[src/rtl/elastic_pipe_pkg.sv]
// elastic_pipe_pkg: shared constants and helpers for elastic_pipe.
// ELASTIC_PIPE_SKID_EN selects the registered-ready output skid.
package elastic_pipe_pkg;

  localparam int MAX_DEPTH = 16;

`ifdef ELASTIC_PIPE_SKID_EN
  localparam bit SKID_EN = 1'b1;
`else
  localparam bit SKID_EN = 1'b0;
`endif

  // Counter width for CAP items; a passthrough still gets one bit.
  function automatic int occ_width(input int depth, input bit skid);
    int cap;
    cap = (depth == 0) ? 0 : depth + (skid ? 1 : 0);
    return (cap < 1) ? 1 : $clog2(cap + 1);
  endfunction

endpackage

[src/rtl/elastic_pipe_stage.sv]
// elastic_pipe_stage: one valid/data register with its advance logic.
// Flush clears valid only; data is kept.
module elastic_pipe_stage
  import elastic_pipe_pkg::*;
#(
  parameter int              WIDTH      = 64,
  parameter logic [WIDTH-1:0] RESET_DATA = '0
) (
  input  logic             clk,
  input  logic             rst,
  input  logic             flush_i,
  input  logic             up_valid_i,
  input  logic [WIDTH-1:0] up_data_i,
  input  logic             dn_acc_i,
  output logic             adv_o,
  output logic             valid_o,
  output logic [WIDTH-1:0] data_o
);

  typedef struct packed {
    logic             valid;
    logic [WIDTH-1:0] data;
  } stage_t;

  stage_t st_q, st_d;

  assign adv_o   = ~st_q.valid | dn_acc_i;
  assign valid_o = st_q.valid;
  assign data_o  = st_q.data;

  always_comb begin
    st_d = st_q;
    if (flush_i) begin
      st_d.valid = 1'b0;
    end else if (adv_o) begin
      st_d.valid = up_valid_i;
      if (up_valid_i) st_d.data = up_data_i;
    end
  end

  always_ff @(posedge clk) begin
    if (rst) begin
      st_q.valid <= 1'b0;
      st_q.data  <= RESET_DATA;
    end else begin
      st_q <= st_d;
    end
  end

endmodule

[src/rtl/elastic_pipe.sv]
// elastic_pipe: valid/ready register pipeline with bubble collapse,
// flush and occupancy count. ELASTIC_PIPE_SKID_EN adds an output skid.
module elastic_pipe
  import elastic_pipe_pkg::*;
#(
  parameter int               WIDTH      = 64,
  parameter int               DEPTH      = 2,
  parameter logic [WIDTH-1:0] RESET_DATA = '0,
  localparam int              OCC_W      = occ_width(DEPTH, SKID_EN)
) (
  input  logic             clk,
  input  logic             rst,
  input  logic             flush,
  input  logic             in_valid,
  output logic             in_ready,
  input  logic [WIDTH-1:0] in_data,
  output logic             out_valid,
  input  logic             out_ready,
  output logic [WIDTH-1:0] out_data,
  output logic [OCC_W-1:0] occupancy
);

  if (DEPTH == 0) begin : g_pass
    assign in_ready  = out_ready & ~flush;
    assign out_valid = in_valid & ~flush & ~rst;
    assign out_data  = in_data;
    assign occupancy = '0;
  end else begin : g_pipe
    logic             in_fire;
    logic             out_fire;
    logic             head_adv;
    logic             last_acc;
    logic             last_v;
    logic [WIDTH-1:0] last_d;
    logic [OCC_W-1:0] occ_q, occ_d;

    for (genvar i = 0; i < DEPTH; i++) begin : g_st
      logic             up_v;
      logic [WIDTH-1:0] up_d;
      logic             dn_acc;
      logic             adv;
      logic             v;
      logic [WIDTH-1:0] d;

      if (i == 0) begin : g_head
        assign up_v = in_fire;
        assign up_d = in_data;
      end else begin : g_body
        assign up_v = g_st[i-1].v;
        assign up_d = g_st[i-1].d;
      end

      if (i == DEPTH - 1) begin : g_tail
        assign dn_acc = last_acc;
      end else begin : g_inner
        assign dn_acc = g_st[i+1].adv;
      end

      elastic_pipe_stage #(
        .WIDTH     (WIDTH),
        .RESET_DATA(RESET_DATA)
      ) u_stage (
        .clk       (clk),
        .rst       (rst),
        .flush_i   (flush),
        .up_valid_i(up_v),
        .up_data_i (up_d),
        .dn_acc_i  (dn_acc),
        .adv_o     (adv),
        .valid_o   (v),
        .data_o    (d)
      );
    end

    assign head_adv = g_st[0].adv;
    assign last_v   = g_st[DEPTH-1].v;
    assign last_d   = g_st[DEPTH-1].d;

`ifdef ELASTIC_PIPE_SKID_EN
    logic             skid_v_q, skid_v_d;
    logic [WIDTH-1:0] skid_d_q, skid_d_d;
    logic             unused_head_adv;

    // Ready depends only on the skid flop, never on out_ready.
    assign unused_head_adv = head_adv;
    assign last_acc  = ~skid_v_q;
    assign in_ready  = ~skid_v_q & ~flush;
    assign out_valid = (skid_v_q | last_v) & ~flush;
    assign out_data  = skid_v_q ? skid_d_q : last_d;

    always_comb begin
      skid_v_d = skid_v_q;
      skid_d_d = skid_d_q;
      if (flush) begin
        skid_v_d = 1'b0;
      end else if (skid_v_q) begin
        if (out_ready) skid_v_d = 1'b0;
      end else if (last_v && !out_ready) begin
        skid_v_d = 1'b1;
        skid_d_d = last_d;
      end
    end

    always_ff @(posedge clk) begin
      if (rst) begin
        skid_v_q <= 1'b0;
        skid_d_q <= RESET_DATA;
      end else begin
        skid_v_q <= skid_v_d;
        skid_d_q <= skid_d_d;
      end
    end
`else
    assign last_acc  = out_ready;
    assign in_ready  = head_adv & ~flush;
    assign out_valid = last_v & ~flush;
    assign out_data  = last_d;
`endif

    assign in_fire  = in_valid & in_ready;
    assign out_fire = out_valid & out_ready;

    always_comb begin
      occ_d = occ_q;
      unique case (1'b1)
        flush:                occ_d = '0;
        in_fire & ~out_fire:  occ_d = occ_q + OCC_W'(1);
        out_fire & ~in_fire:  occ_d = occ_q - OCC_W'(1);
        default:              ;
      endcase
    end

    always_ff @(posedge clk) begin
      if (rst) occ_q <= '0;
      else     occ_q <= occ_d;
    end

    assign occupancy = occ_q;
  end

endmodule
[config.mk]
export PLATFORM = sky130hd
export DESIGN_NAME = elastic_pipe
export DESIGN_NICKNAME = d
export VERILOG_FILES = /design/src/rtl/elastic_pipe_pkg.sv /design/src/rtl/elastic_pipe_stage.sv /design/src/rtl/elastic_pipe.sv
export SDC_FILE = /design/constraint.sdc
export NUM_CORES = 1
export LEC_CHECK = 0
export BUFFER_PORTS_ARGS = -buffer_cell sky130_fd_sc_hd__buf_2
export CAP_MARGIN = 15
export CORE_MARGIN = 10
export CORE_UTILIZATION = 50
export CTS_BUF_LIST = sky130_fd_sc_hd__clkbuf_16
export DETAILED_ROUTE_END_ITERATION = 7
export PLACE_DENSITY = 0.76
export SLEW_MARGIN = 20
export SYNTH_ARGS = -nofsm -noshare
export SYNTH_HDL_FRONTEND = slang
export SYNTH_SLANG_ARGS = --single-unit
export TNS_END_PERCENT = 10
[constraint.sdc]
create_clock -name clk -period 2.3 [get_ports clk]
set_clock_uncertainty 0.15 [all_clocks]
set_input_delay 0.115 -clock clk [delete_from_list [all_inputs] [get_ports clk]]
set_output_delay 0.115 -clock clk [all_outputs]
set_load 0.01 [all_outputs]
Word level (Yosys, flattened, before mapping)

Cells that the tools add are included.

Flip-flop bits (word level): 132
Output and inout port bits: 68

Add/subtract/negate cells: 2
Reduce and logical (&&, ||, !) cells: 4
Bitwise logic cells: 13
Multiplexer cells: 1

Operators by type and width:

| cell                | count |
|---|---|
| $and 1x1->1         | 6 |
| $pmux 2 s3          | 1 |
| $reduce_and 3->1    | 2 |
| $not 1->1           | 5 |
| $reduce_bool 3->1   | 1 |
| $add 2x1->2 const B | 1 |
| $or 1x1->1          | 2 |
| $reduce_or 2->1     | 1 |
| $sub 2x1->2 const B | 1 |

Depth between registers and ports, before layout

Word-level depth: 8
Depth in mapped cells: 10
Mapped depth without buffers: 7

Hierarchy

Synthesis repeated with hierarchy kept, for this count alone.

Cell total of the unflattened synthesis: 586
Area total of the unflattened synthesis: 6089.6 µm²

Modules (own cells, without submodules):

| module             | area an instance (µm²) | sequential area each (µm²) | cells an instance | instances |
|---|---|---|---|---|
| elastic_pipe_stage | 2966.6                 | 1301.2                     | 283               | 2 |
| elastic_pipe       | 156.4                  | 40.0                       | 20                | 1 |

Worst setup path before layout

Ideal clock, no wire load.

Path type: flip-flop to flip-flop
From: register g_pipe.g_st[1].u_stage.st_q, in the netlist g_pipe.g_st[1].u_stage.valid_o
To: register g_pipe.occ_q[1] (netlist: occupancy[1])
Library setup time: 0.087 ns
Data arrival time: 1.904 ns
Setup slack: 0.159 ns
Period minus slack after synthesis: 2.141 ns
Stages on the path, launching flop included: 10
Cell sequence: dfxtp_1 -> nor2b_4 -> buf_6 -> a21oi_2 -> buf_6 -> buf_6 -> inv_1 -> ha_1 -> or3_1 -> o31ai_1

Word-level cells in the longest chain between the ends: 8
Elaborated cells on any way between the ends: 13
Those cells by class: 1 x mux; 11 x bitwise; 1 x reduce/logical

Ends and longest elaborated chain:

| element                                         | RTL line                 | text |
|---|---|---|
| start, declared                                 | elastic_pipe_stage.sv:25 | `stage_t st_q, st_d;` |
| start signal, assigned                          | elastic_pipe_stage.sv:46 | `st_q <= st_d;` |
| $not 1->1 *                                     | elastic_pipe_stage.sv:27 | `assign adv_o = ~st_q.valid \| dn_acc_i;` |
| $or 1x1->1 * (2 in series)                      | elastic_pipe_stage.sv:27 |  |
| $and 1x1->1 *                                   | elastic_pipe.sv:115      | `assign in_ready = head_adv & ~flush;` |
| $and 1x1->1 *                                   | elastic_pipe.sv:120      | `assign in_fire = in_valid & in_ready;` |
| via g_pipe.g_st[0].u_stage.up_valid_i           | elastic_pipe_stage.sv:12 | `input logic up_valid_i,` |
| $not 1->1                                       | elastic_pipe.sv:128      | `out_fire & ~in_fire: occ_d = occ_q - OCC_W'(1);` |
| $and 1x1->1                                     | elastic_pipe.sv:128      |  |
| $pmux 2 s3 or $reduce_bool 3->1 (tied branches) | -                        |  |
| end signal, assigned                            | elastic_pipe.sv:134      | `if (rst) occ_q <= '0;` |
| end signal, assigned                            | elastic_pipe.sv:135      | `else occ_q <= occ_d;` |
| end, declared                                   | elastic_pipe.sv:35       | `logic [OCC_W-1:0] occ_q, occ_d;` |

The timed path passes the listed nets; every way through them passes the cells marked *.
A chain may end at the register's enable or synchronous reset.

Worst setup path after layout

From: register g_pipe.g_st[1].u_stage.st_q, in the netlist g_pipe.g_st[1].u_stage.valid_o
To: output port in_ready

Word-level cells in the longest chain between the ends: 4

Ends and longest elaborated chain:

| element                  | RTL line                 | text |
|---|---|---|
| $not 1->1                | elastic_pipe_stage.sv:27 |  |
| $or 1x1->1 (2 in series) | elastic_pipe_stage.sv:27 |  |
| $and 1x1->1              | elastic_pipe.sv:115      |  |
| end, declared            | elastic_pipe.sv:15       | `output logic in_ready,` |

Every way passes these cells.

==> summary.txt <==
Status
  • Status: finished, final reports clean

STA
  • Unrepaired setup endpoints after global routing: false
  • Number of setup violations in the final report: 0
  • Hold violation total from the final report: 0
  • Max-slew violation count: 0
  • Actual slew at the worst max-slew pin: 0.746 ns
  • Max-slew headroom at the worst pin: 50.3%
  • Smallest hold slack: 0.166 ns
  • Time the final worst path needs with I/O delays and setup: 2.15 ns
  • Fmax achieved: 0.465 GHz
  • Setup TNS: 0 ns
  • Ratio of final minimum period to clock period: 93.5%

Synth
  • Top-area cell type share of the netlist area: 51.0%
  • Leading post-synthesis cells by cell area: dfxtp_1 51%, mux2i_1 12%, nand2_1 9.4%
  • Cell type contributing the most total cell area after synthesis: dfxtp_1
  • Synthesized area divided by synthesized cell count: 8.64 um2
  • Summed instance area of the synthesized netlist: 0.00518 mm2
  • Number of cells produced by synthesis: 600
  • Sequential share of the synthesized area: 51.0%
  • Count of warnings emitted by yosys: 0
  • Synthesized Nets: 671
  • Number of storage elements in the synthesis netlist: 132
  • Synth unique cells: 24

Worst setup path
  • CP endpoint kind: primary output
  • Required arrival time at the worst endpoint: 2.04 ns
  • Launching element of the worst setup path: g_pipe.g_st[1].u_stage.valid_o
  • Crit path arrival time: 1.89 ns
  • Capture point of the critical path: in_ready
  • Terminus of the critical flop-to-flop path: g_pipe.g_st[0].u_stage.valid_o
  • Depth of the worst register-to-register path: 5
  • Critical path type: reg2out
  • Register-to-register setup slack: 0.18 ns
  • Critical path launch point type: flop
  • Startpoint of the worst register-to-register path: g_pipe.g_st[1].u_stage.valid_o
  • CP max FO: 67

Final layout
  • Total of fill cells in the finished design: 803
  • Final core utilization: 69.8%
  • Diodes inserted: 0
  • Leading cell types in the layout, fill and taps excluded: 136 x buf_2, 132 x dfxtp_1, 130 x nand2_1
  • Layout overhead on the synthesized area: 37.8%
  • Ratio of cells with drive above 1 in the final layout: 23.5%
  • Most common cell after layout, fill and taps aside: buf_2
  • Final Net Count: 850

Power
  • Net switching power of the design: 1240 uW
  • Proportion of total power due to net switching: 23.0%
  • Power per cell area: 753 mW/mm2
  • Register share of total power: 44.5%
  • Maximum resistive drop on vdd: 0.000521 V
  • Clock group share of total power: 47.8%
  • Internal cell power: 4140 uW
  • Standby leakage power: 0.00298 uW
  • Power share of the combinational group: 7.8%

Run
  • Count of maximum capacitance violations: 0

Place
  • Routability congestion estimate from global placement: 0.752
  • Detailed placer's ending HPWL: 9240 um
  • Number of port buffers: 136

Floorplanning
  • Rows: 37
  • Height of the die: 122 um
  • Area of the core: 0.0102 mm2
  • Full die area: 0.0148 mm2
  • Overall die width: 122 um
  • Total I/O pin count: 137
  • Initial core utilization: 50.6%

Global route
  • Initial antenna violation count: 0
  • Via count of the first global-routing pass: 5010
  • Global-route wire length before repair: 24400 um
  • Total global routing overflow: 0
  • Pin count of the biggest net entering global routing: 70
  • Overall routing resource usage: 20.2%

Routing
  • Number of antenna-violating nets in the routed design: 0
  • Via Count: 4903
  • Detailed Route WL: 14800 um
  • Initial drt markers: 431
  • Routed wirelength normalized by instance count: 16.0 um
  • Remaining routing DRC violations: 0
  • Via density per instance: 5.28
  • Detailed-routing iteration count for the pre-antenna-repair pass: 5

Clock tree
  • Clock transition at the registers of the reported paths: 0.05 ns
  • Maximum clock path buffer count: 2
  • Post-cts resize count: 0
  • Root cell of the clock tree: clkbuf_16
  • CTS hold repair buffers: 67
  • Total CTS buffers: 17
  • Skew-Pair Late Insertion Delay: 0.42 ns
  • Clock tree from TritonCTS: built
  • Number of clock sinks seen by CTS: 132
  • H-tree levels: 4
  • Number of setup buffers added after CTS: 0

Worst hold path
  • Hold WC Path Type: in2reg
==> critical path, cell delays in order, from the launching register on <==
cell	delay [ns]
dfxtp_1	0.35
nor2b_4	0.19
buf_4	0.51
a21oi_1	0.22
buf_2	0.19
==> logic make-up (layout without fill, tap and decap cells) <==
logic type	Yosys count	count (layout)	share of synthesized area, %
AOI/OAI and AO/OA	134	134	13.1
xor gates and xnor gates	1	1	0.169
adders and majority gates	2	2	0.483
buffers and inverters	60	252	5.63
DFF	132	132	51.0
muxes	64	64	12.4
and+or+nand+nor	207	207	17.2
==> cells in the mapped netlist, drive strengths merged <==
| cell type | count |
|---|---|
| xnor2 | 1 |
| dfxtp | 132 |
| inv | 3 |
| nand2 | 130 |
| o21ai | 64 |
| buf | 24 |
| a21oi | 68 |
| mux2i | 64 |
| nor2b | 3 |
| nand2b | 3 |
| a32oi | 1 |
| nor3b | 1 |
| nor2 | 1 |
| or3 | 2 |
| o31ai | 1 |
| nand3 | 64 |
| ha | 2 |
| nor3 | 3 |
| clkbuf | 33 |
==> per-layer routing <==
metal	wire length, um	track usage (%)	vias to the layer above	part of all wire (%)
li1	-	-	2404	-
met3	1290	7.49	18	8.7
met4	198	7.23	0	1.3
met1	6270	24.0	2289	42
met5	0	0	-	0
met2	7070	32.7	192	48
==> per-stage QoR <==
step           worst slack [ns]  power, uW  instance area (um2)  cells
2_1_floorplan             0.159       2640                 5180    600
3_5_place_dp              0.481       2760                 5900    829
4_1_cts                   0.156       5400                 7140    928
6_report                  0.150       5380                 7140    928
5_1_grt                  0.0354       5570                 7140    928
3_3_place_gp              0.577       2750                 5900    829
==> power by group through the flow <==
stage / combinational [uW] / clock, uW / sequential, uW
floorplan: 204 / 0 / 2430
global placement: 312 / 0 / 2440
detailed placement: 323 / 0 / 2440
CTS: 413 / 2600 / 2390
global route: 456 / 2720 / 2400
finish: 417 / 2570 / 2390
==> layout make-up <==
type                       instances  area, um2  area share, %
tap                              136        170           2.38
clock inverter                    15        141           1.98
clock buffer                      17        425           5.96
multi-input combinational        408       2270           31.8
sequential                       132       2640           37.0
inverter                           3       12.5          0.175
timing repair buffer             217       1480           20.7
==> flip-flops by register name, summed over array words and instances, names as in the netlist <==
name	count
g_pipe.g_st.u_stage.data_o	128
g_pipe.g_st.u_stage.valid_o	2
occupancy	2
==> worst min path at each step <==
stage | endpoint | slack (ns) | cells past startpoint | startpoint
after global routing | occupancy[0] | 0.19 | 6 | out_ready
final | occupancy[0] | 0.17 | 6 | out_ready
after CTS | occupancy[0] | 0.15 | 6 | out_ready
after detailed placement | g_pipe.g_st[0].u_stage.data_o[0] | 0.22 | 3 | in_data[0]
after floorplan | g_pipe.g_st[0].u_stage.valid_o | 0.04 | 1 | flush
after global placement | g_pipe.g_st[0].u_stage.data_o[63] | 0.22 | 3 | in_data[63]
(Power assumes the default switching activity.)
